===== config.mk =====
export PLATFORM = sky130hd
export DESIGN_NAME = score_disp_mux
export DESIGN_NICKNAME = d
export VERILOG_FILES = /design/src/rtl/score_disp_mux.sv
export SDC_FILE = /design/constraint.sdc
export NUM_CORES = 1
export LEC_CHECK = 0
export BUFFER_PORTS_ARGS = -buffer_cell sky130_fd_sc_hd__buf_2
export CAP_MARGIN = 20
export CORE_ASPECT_RATIO = 1.25
export CORE_UTILIZATION = 51
export CTS_CLUSTER_SIZE = 8
export DETAILED_ROUTE_END_ITERATION = 6
export GPL_TIMING_DRIVEN = 0
export HOLD_SLACK_MARGIN = 0.08
export PLACE_DENSITY = 0.81
export SYNTH_ARGS = -nofsm -noshare
export SYNTH_HDL_FRONTEND = slang
export SYNTH_SLANG_ARGS = --single-unit

===== constraint.sdc =====
create_clock -name clk -period 1.89 [get_ports clk]
set_clock_uncertainty 0.1 [all_clocks]
set_input_delay 0.2835 -clock clk [delete_from_list [all_inputs] [get_ports clk]]
set_output_delay 0.2835 -clock clk [all_outputs]
set_load 0.03 [all_outputs]

===== src/rtl/score_disp_mux.sv =====
// rtl/score_disp_mux.sv - three-digit multiplexed seven-segment score display driver
//
// Purpose: scans hundreds/tens/ones BCD digits onto a 4-anode common-anode
// display (active-low anodes and segments). Digits are snapshotted at every
// frame wrap so a score change never tears mid-frame. Supports whole-display
// blinking and, optionally, leading-zero blanking.
//
// Optional feature macro: LEAD_ZERO_BLANK_EN (blank leading zeros on digits 2 and 1)
//
// Parameters:
//   N  refresh counter width; frame = 2^N clocks, each of 4 phases = 2^(N-2) clocks
//   F  frame counter width; blink half-period = 2^(F-1) frames
//
// Ports:
//   clk    in   1  system clock
//   reset  in   1  asynchronous active-high reset
//   bcd2   in   4  hundreds digit
//   bcd1   in   4  tens digit
//   bcd0   in   4  ones digit
//   blink  in   1  1 = blink whole display, 0 = steady
//   an     out  4  anode enables, active-low, an[0] = rightmost digit
//   sseg   out  8  segments, active-low, {dp,g,f,e,d,c,b,a}

module score_disp_mux #(
    parameter int N = 18,
    parameter int F = 5
) (
    input  logic       clk,
    input  logic       reset,
    input  logic [3:0] bcd2,
    input  logic [3:0] bcd1,
    input  logic [3:0] bcd0,
    input  logic       blink,
    output logic [3:0] an,
    output logic [7:0] sseg
);

    localparam logic [N-1:0] CNT_ONE  = {{(N-1){1'b0}}, 1'b1};
    localparam logic [F-1:0] FCNT_ONE = {{(F-1){1'b0}}, 1'b1};

    logic [N-1:0] cnt_q, cnt_d;
    logic [F-1:0] fcnt_q, fcnt_d;
    logic [3:0]   sh2_q, sh1_q, sh0_q;
    logic [3:0]   an_q, an_d;
    logic [7:0]   sseg_q, sseg_d;

    logic [1:0]   phase;
    logic         frame_wrap;
    logic         blank;
    logic         digit_on;
    logic [3:0]   digit_val;

    // Active-low gfedcba; anything outside 0-9 shows a lone dash (g lit).
    function automatic logic [6:0] seg_decode(input logic [3:0] d);
        logic [6:0] s;
        case (d)
            4'd0:    s = 7'h40;
            4'd1:    s = 7'h79;
            4'd2:    s = 7'h24;
            4'd3:    s = 7'h30;
            4'd4:    s = 7'h19;
            4'd5:    s = 7'h12;
            4'd6:    s = 7'h02;
            4'd7:    s = 7'h78;
            4'd8:    s = 7'h00;
            4'd9:    s = 7'h10;
            default: s = 7'h3F;
        endcase
        return s;
    endfunction

    assign phase      = cnt_q[N-1 -: 2];
    assign frame_wrap = &cnt_q;
    assign blank      = blink & fcnt_q[F-1];

    assign cnt_d  = cnt_q + CNT_ONE;
    assign fcnt_d = frame_wrap ? fcnt_q + FCNT_ONE : fcnt_q;

    // Per-phase digit selection and lit/unlit decision. Phase 3 is dead time.
    always_comb begin
        digit_val = 4'd0;
        digit_on  = 1'b0;
        case (phase)
            2'd0: begin
                digit_val = sh0_q;
                digit_on  = 1'b1;
            end
            2'd1: begin
                digit_val = sh1_q;
`ifdef LEAD_ZERO_BLANK_EN
                // Tens is a leading zero only when hundreds is also zero;
                // dash codes are non-zero and therefore always shown.
                digit_on  = (sh2_q != 4'd0) || (sh1_q != 4'd0);
`else
                digit_on  = 1'b1;
`endif
            end
            2'd2: begin
                digit_val = sh2_q;
`ifdef LEAD_ZERO_BLANK_EN
                digit_on  = (sh2_q != 4'd0);
`else
                digit_on  = 1'b1;
`endif
            end
            default: begin
                digit_val = 4'd0;
                digit_on  = 1'b0;
            end
        endcase
    end

    always_comb begin
        an_d   = 4'b1111;
        sseg_d = 8'hFF;
        if (!blank && digit_on) begin
            an_d   = ~(4'b0001 << phase);
            sseg_d = {1'b1, seg_decode(digit_val)};
        end
    end

    always_ff @(posedge clk or posedge reset) begin
        if (reset) begin
            cnt_q  <= '0;
            fcnt_q <= '0;
            sh2_q  <= 4'd0;
            sh1_q  <= 4'd0;
            sh0_q  <= 4'd0;
            an_q   <= 4'b1111;
            sseg_q <= 8'hFF;
        end else begin
            cnt_q  <= cnt_d;
            fcnt_q <= fcnt_d;
            an_q   <= an_d;
            sseg_q <= sseg_d;
            // Snapshot only at the frame wrap; mid-frame input changes are ignored.
            if (frame_wrap) begin
                sh2_q <= bcd2;
                sh1_q <= bcd1;
                sh0_q <= bcd0;
            end
        end
    end

    assign an   = an_q;
    assign sseg = sseg_q;

endmodule


# Yosys cells after proc, flatten, opt, wreduce, memory -nomap -nowiden
# Memory sizes are Yosys's and may differ from the RTL's.
# Index checks and enable logic that the tools add are counted.
# op_classes
muxes	4
bitwise	2
n_eq_ne	2
reduce_logical	5
add_sub_neg	2
n_shift	1
# op_table
cell	n
adder 18 x 1 -> 18 bit, second input constant	1
AND reduction 18 bit	1
case mux 4 bit (3 select lines)	1
2-to-1 mux 7 bit	1
adder 5 x 1 -> 5 bit, second input constant	1
2-to-1 mux 4 bit	1
inverter 4 bit	1
<< shifter 1 x 2 -> 4 bit, first input constant	1
OR reduction 3 bit	1
== test 2 x 1 -> 1 bit, second input constant	1
== test 2 bit, second input constant	1
logical NOT 2 bit	1
AND 1 bit	1
logical AND 1 bit	1
logical NOT 1 bit	1
2-to-1 mux 1 bit	1
# totals
elab_cells	24
ff_bits	47
romBits	112
out_inout_bits	12
mem_count	1
inputBits	15
# mem_list
name	words	word_bits	rd	rd_clocked_by_memory_dff	write_ports	line_no	source
(name not given)	16	7	1	0	0	56	case (d)

# Depth between registers and ports, before layout
# depth
depth_word	5
ltp_mapped	8
mapped_depth_nobuf	7

# Least setup slack after synthesis
# No wires, ideal clock.
# synth_timing
path_type	register to register
from	register cnt_q[17]
to	register sseg_q[4], in the netlist sseg[4]
synth_period_minus_slack_ps	1925
t_arrival_ps	1742
required_time_ps	1707
stages_incl_launch_ff	6
setup_time_ps	83
path_buffers	1
setup_slack_ps	-35
path_cell_list	dfrtp_1 clkbuf_1 a2bb2oi_1 ha_1 a21oi_1 a221o_1
# synth_via
elab_chain_cells	5
elab_cells_between_ends	9
cone_classes	eq/ne: 2; mux: 3; reduce/logical: 3; memory: 1
# synth_lines
element	line_no	source
start, declared	41	logic [N-1:0] cnt_q, cnt_d;
start signal, assigned	132	cnt_q <= cnt_d;
branches (longest 4 deep; another with memory (16 x 7 bit))	-	
2-to-1 mux 7 bit (*)	116	if (!blank && digit_on) begin
named net sseg_d[4]	45	logic [7:0] sseg_q, sseg_d;
end signal, assigned	135	sseg_q <= sseg_d;
end, declared	45	
# Mark *: on every way through the listed nets, which the timed path passes.
# A chain may end at the register's enable or synchronous reset.

# Worst setup path in the final report
# layout_timing
from	register cnt_q[16]
to	register sseg_q[4], in the netlist sseg[4]
# The elaborated chain is that of the path after synthesis.

==> results by group <==
Status
  – Run status: finished clean

Synth
  – Flop and latch count out of synthesis: 46
  – Post-Synthesis Mean Instance Area: 12.8 um^2
  – Number of instances in the synthesized netlist: 166
  – Sequential fraction of the synthesis area: 0.549
  – Share of the synthesized area in the top cell type: 0.413
  – Count of different cell masters after synthesis: 37
  – Netlist area before placement: 2120 um^2
  – Most instantiated flip-flop cell in the synthesis netlist: sky130_fd_sc_hd__dfrtp_1
  – Top cells by area, synth: sky130_fd_sc_hd__dfrtp_1, sky130_fd_sc_hd__dfstp_2, sky130_fd_sc_hd__mux2_4, sky130_fd_sc_hd__xnor2_1, sky130_fd_sc_hd__mux2i_1
  – Number of enable-type register cells in the synthesized netlist: 0
  – Top cell type by total area after synthesis: sky130_fd_sc_hd__dfrtp_1
  – Proportion of register bits with asynchronous set or reset after synthesis: 1.00
  – Synthesis Warnings: 0

Final layout
  – Most common library cell in the layout ignoring fill and taps: sky130_fd_sc_hd__dfrtp_1
  – Layout Area Growth over Synthesis: 24.5%
  – Diodes inserted: 0
  – Final nets: 234
  – Commonest cells after routing, fill and taps aside: sky130_fd_sc_hd__dfrtp_1, sky130_fd_sc_hd__buf_2, sky130_fd_sc_hd__xnor2_1, sky130_fd_sc_hd__buf_4, sky130_fd_sc_hd__dfstp_2
  – Ratio of cells with drive above 1 in the final layout: 0.418
  – Layout Cells excl Fill: 267

Power and ir drop
  – Net switching component of the power: 444 uW
  – Cell internal pwr: 1620 uW
  – Sequential power share: 0.500
  – Power per standard cell area: 781 nW/um^2
  – Switching part of the total: 0.215
  – Part of the power in combinational logic: 0.079
  – Maximum vdd ir drop: 482 uV
  – Static leakage power: 0.00128 uW
  – Power Total: 2060 uW
  – Clock group share of total power: 0.420

STA
  – Period minus WS final: 1.85 ns
  – Setup repair after global routing missed its margin: yes
  – Number of max-slew violations in the final report: 0
  – Setup Viol. Count Final: 0
  – Hold Fails Final Rpt: 0
  – Fmax achieved: 540 MHz
  – Fin crit share: 0.980

Floorplanning
  – Height of the die: 74.1 um
  – Die Area: 4420 um^2
  – Area inside the core boundary: 3880 um^2
  – FP Rows: 25
  – Io pins: 27
  – Initial standard-cell utilization of the core: 0.547
  – Die W: 59.7 um

Routing
  – Mean number of vias per cell: 5.21
  – Number of design-rule violations left by the first detailed-router iteration: 46
  – Wire length reported by the detailed router: 4020 um
  – Via count: 1392
  – Mean routed wirelength per cell: 15.1 um
  – DR DRC count: 0
  – First-pass iteration count of the detailed router: 4
  – Final ANT Viol Nets: 0

Placement
  – Hpwl dp: 2590 um
  – Port Buffers: 25
  – Instance count after placement with tap cells included: 247
  – Final RePlAce weighted congestion: 0.848

Critical path
  – Start-to-end type of the worst setup path: reg -> reg
  – Sort of element at the end of the critical path: register
  – Required time at the worst-slack endpoint: 2.03 ns
  – Arrival time at the worst endpoint: 1.99 ns
  – Critical path startpoint category: register
  – Largest fanout on the critical path: 8

Global routing
  – Antenna violations before repair: 0
  – Wire length of the first global-routing pass: 6110 um
  – Final global-route overflow total: 0
  – Pin count of the biggest net entering global routing: 33
  – GRT Overall Usage: 0.185
  – Number of global-route vias before repair: 1399

CTS
  – Register clock-pin slew on the reported worst setup and hold paths: 0.09 ns
  – Total clock sinks: 46
  – CTS tree: built
  – Number of buffers created by CTS: 5
  – Number of levels in the clock H-tree: 2
  – Buffers from clock root to sink, at most: 2
  – Later-pin clock latency in the skew report: 0.30 ns
  – Clock root buffer: sky130_fd_sc_hd__clkbuf_8

Hold path
  – HP Class: in -> reg

Job
  – Max Cap Violations: 0
[sequential cells by signal, summed over array words and instances (netlist names)]
signal and cells:
an 4, sh0_q 4, sseg 7, sh1_q 4, sh2_q 4, fcnt_q 5, cnt_q 18
[path summary, 6_finish.rpt]
path                           start         to  slack (ns)  cells past startpoint
max                        cnt_q[16]    sseg[4]        0.04                      6
min                            blink      an[2]        0.10                      3
max reg2reg                cnt_q[16]    sseg[4]        0.04                      6
min reg2reg                cnt_q[14]  cnt_q[14]        0.37                      1
max in group asynchronous      reset      an[1]        0.78                      4
min in group asynchronous      reset   cnt_q[6]        0.38                      3
[cell type report]
| cell class | instances | area [um^2] |
|---|---|---|
| Timing Repair Buffer | 38 | 238 |
| Tap cell | 54 | 67.6 |
| Multi-Input combinational cell | 109 | 965 |
| Fill cell | 290 | 1240 |
| Sequential cell | 46 | 1170 |
| Inverter | 8 | 30.0 |
| Buffer | 4 | 37.5 |
| Clock inverter | 3 | 68.8 |
| Clock buffer | 5 | 68.8 |
[metal layers]
metal / GRT usage / vias to the layer above / wire length [um]
met5: 0 / - / 0
li1: - / 662 / -
met4: 0.0904 / 0 / 100
met3: 0.0470 / 9 / 88
met1: 0.213 / 699 / 1620
met2: 0.319 / 22 / 2210
[critical path, stage by stage (launching register included)]
cell	delay [ns]
sky130_fd_sc_hd__dfrtp_1	0.41
sky130_fd_sc_hd__buf_6	0.16
sky130_fd_sc_hd__buf_4	0.14
sky130_fd_sc_hd__mux2i_1	0.14
sky130_fd_sc_hd__o21ai_2	0.37
sky130_fd_sc_hd__a21oi_1	0.09
sky130_fd_sc_hd__a221o_1	0.37
[repair_timing]
action | CTS | global route
hold endpoints to repair | 14 | 0
hold buffers | 1 | 0
pin swaps | 1 | 2
setup endpoints to repair | 16 | 16
gates resized for setup | 9 | 7
buffers inserted | 5 | 6
[through the flow]
stage / setup WS, ns / util / setup TNS [ns] / hold slack (ns) / instance area, um^2
global placement: -0.211 / 0.598 / -4.72 / 0.347 / 2320
detailed placement: -0.310 / 0.603 / -2.13 / 0.160 / 2340
CTS: 0.00606 / 0.661 / 0 / 0.0871 / 2560
finish: 0.0370 / 0.681 / 0 / 0.103 / 2640
global route: -0.0556 / 0.681 / -0.105 / 0.104 / 2640
floorplan: 0.00178 / - / 0 / 0.267 / 2130
[power by group through the flow]
stage	clock, uW	combinational, uW	sequential [uW]
6_report	867	164	1030
5_1_grt	919	179	1040
4_1_cts	879	154	1030
3_5_place_dp	0	147	1050
3_3_place_gp	0	138	1050
2_1_floorplan	0	69.7	1080
[cell usage after synthesis (2+ instances only)]
master / number
sky130_fd_sc_hd__dfrtp_1: 35
sky130_fd_sc_hd__xnor2_1: 12
sky130_fd_sc_hd__dfstp_2: 11
sky130_fd_sc_hd__mux2_4: 9
sky130_fd_sc_hd__mux2i_1: 9
sky130_fd_sc_hd__nand2_1: 9
sky130_fd_sc_hd__inv_1: 8
sky130_fd_sc_hd__xor2_1: 8
sky130_fd_sc_hd__ha_1: 7
sky130_fd_sc_hd__and3_1: 6
sky130_fd_sc_hd__nand4_1: 6
sky130_fd_sc_hd__o21ai_0: 6
sky130_fd_sc_hd__nand3_1: 5
sky130_fd_sc_hd__mux2_2: 4
sky130_fd_sc_hd__nor2_1: 4
sky130_fd_sc_hd__a21oi_1: 2
sky130_fd_sc_hd__nand2b_1: 2
sky130_fd_sc_hd__nand3b_1: 2
sky130_fd_sc_hd__nor3_1: 2
sky130_fd_sc_hd__or2_2: 2
[logic make-up after synthesis]
family | synth area share
AOI/OAI and AO/OA | 0.0484
xor gates and xnor gates | 0.0825
adders and majority gates | 0.0413
buffers and inverters | 0.0271
DFF | 0.549
muxes | 0.127
other | 0.00177
and+or+nand+nor | 0.123
(Power assumes the default switching activity.)
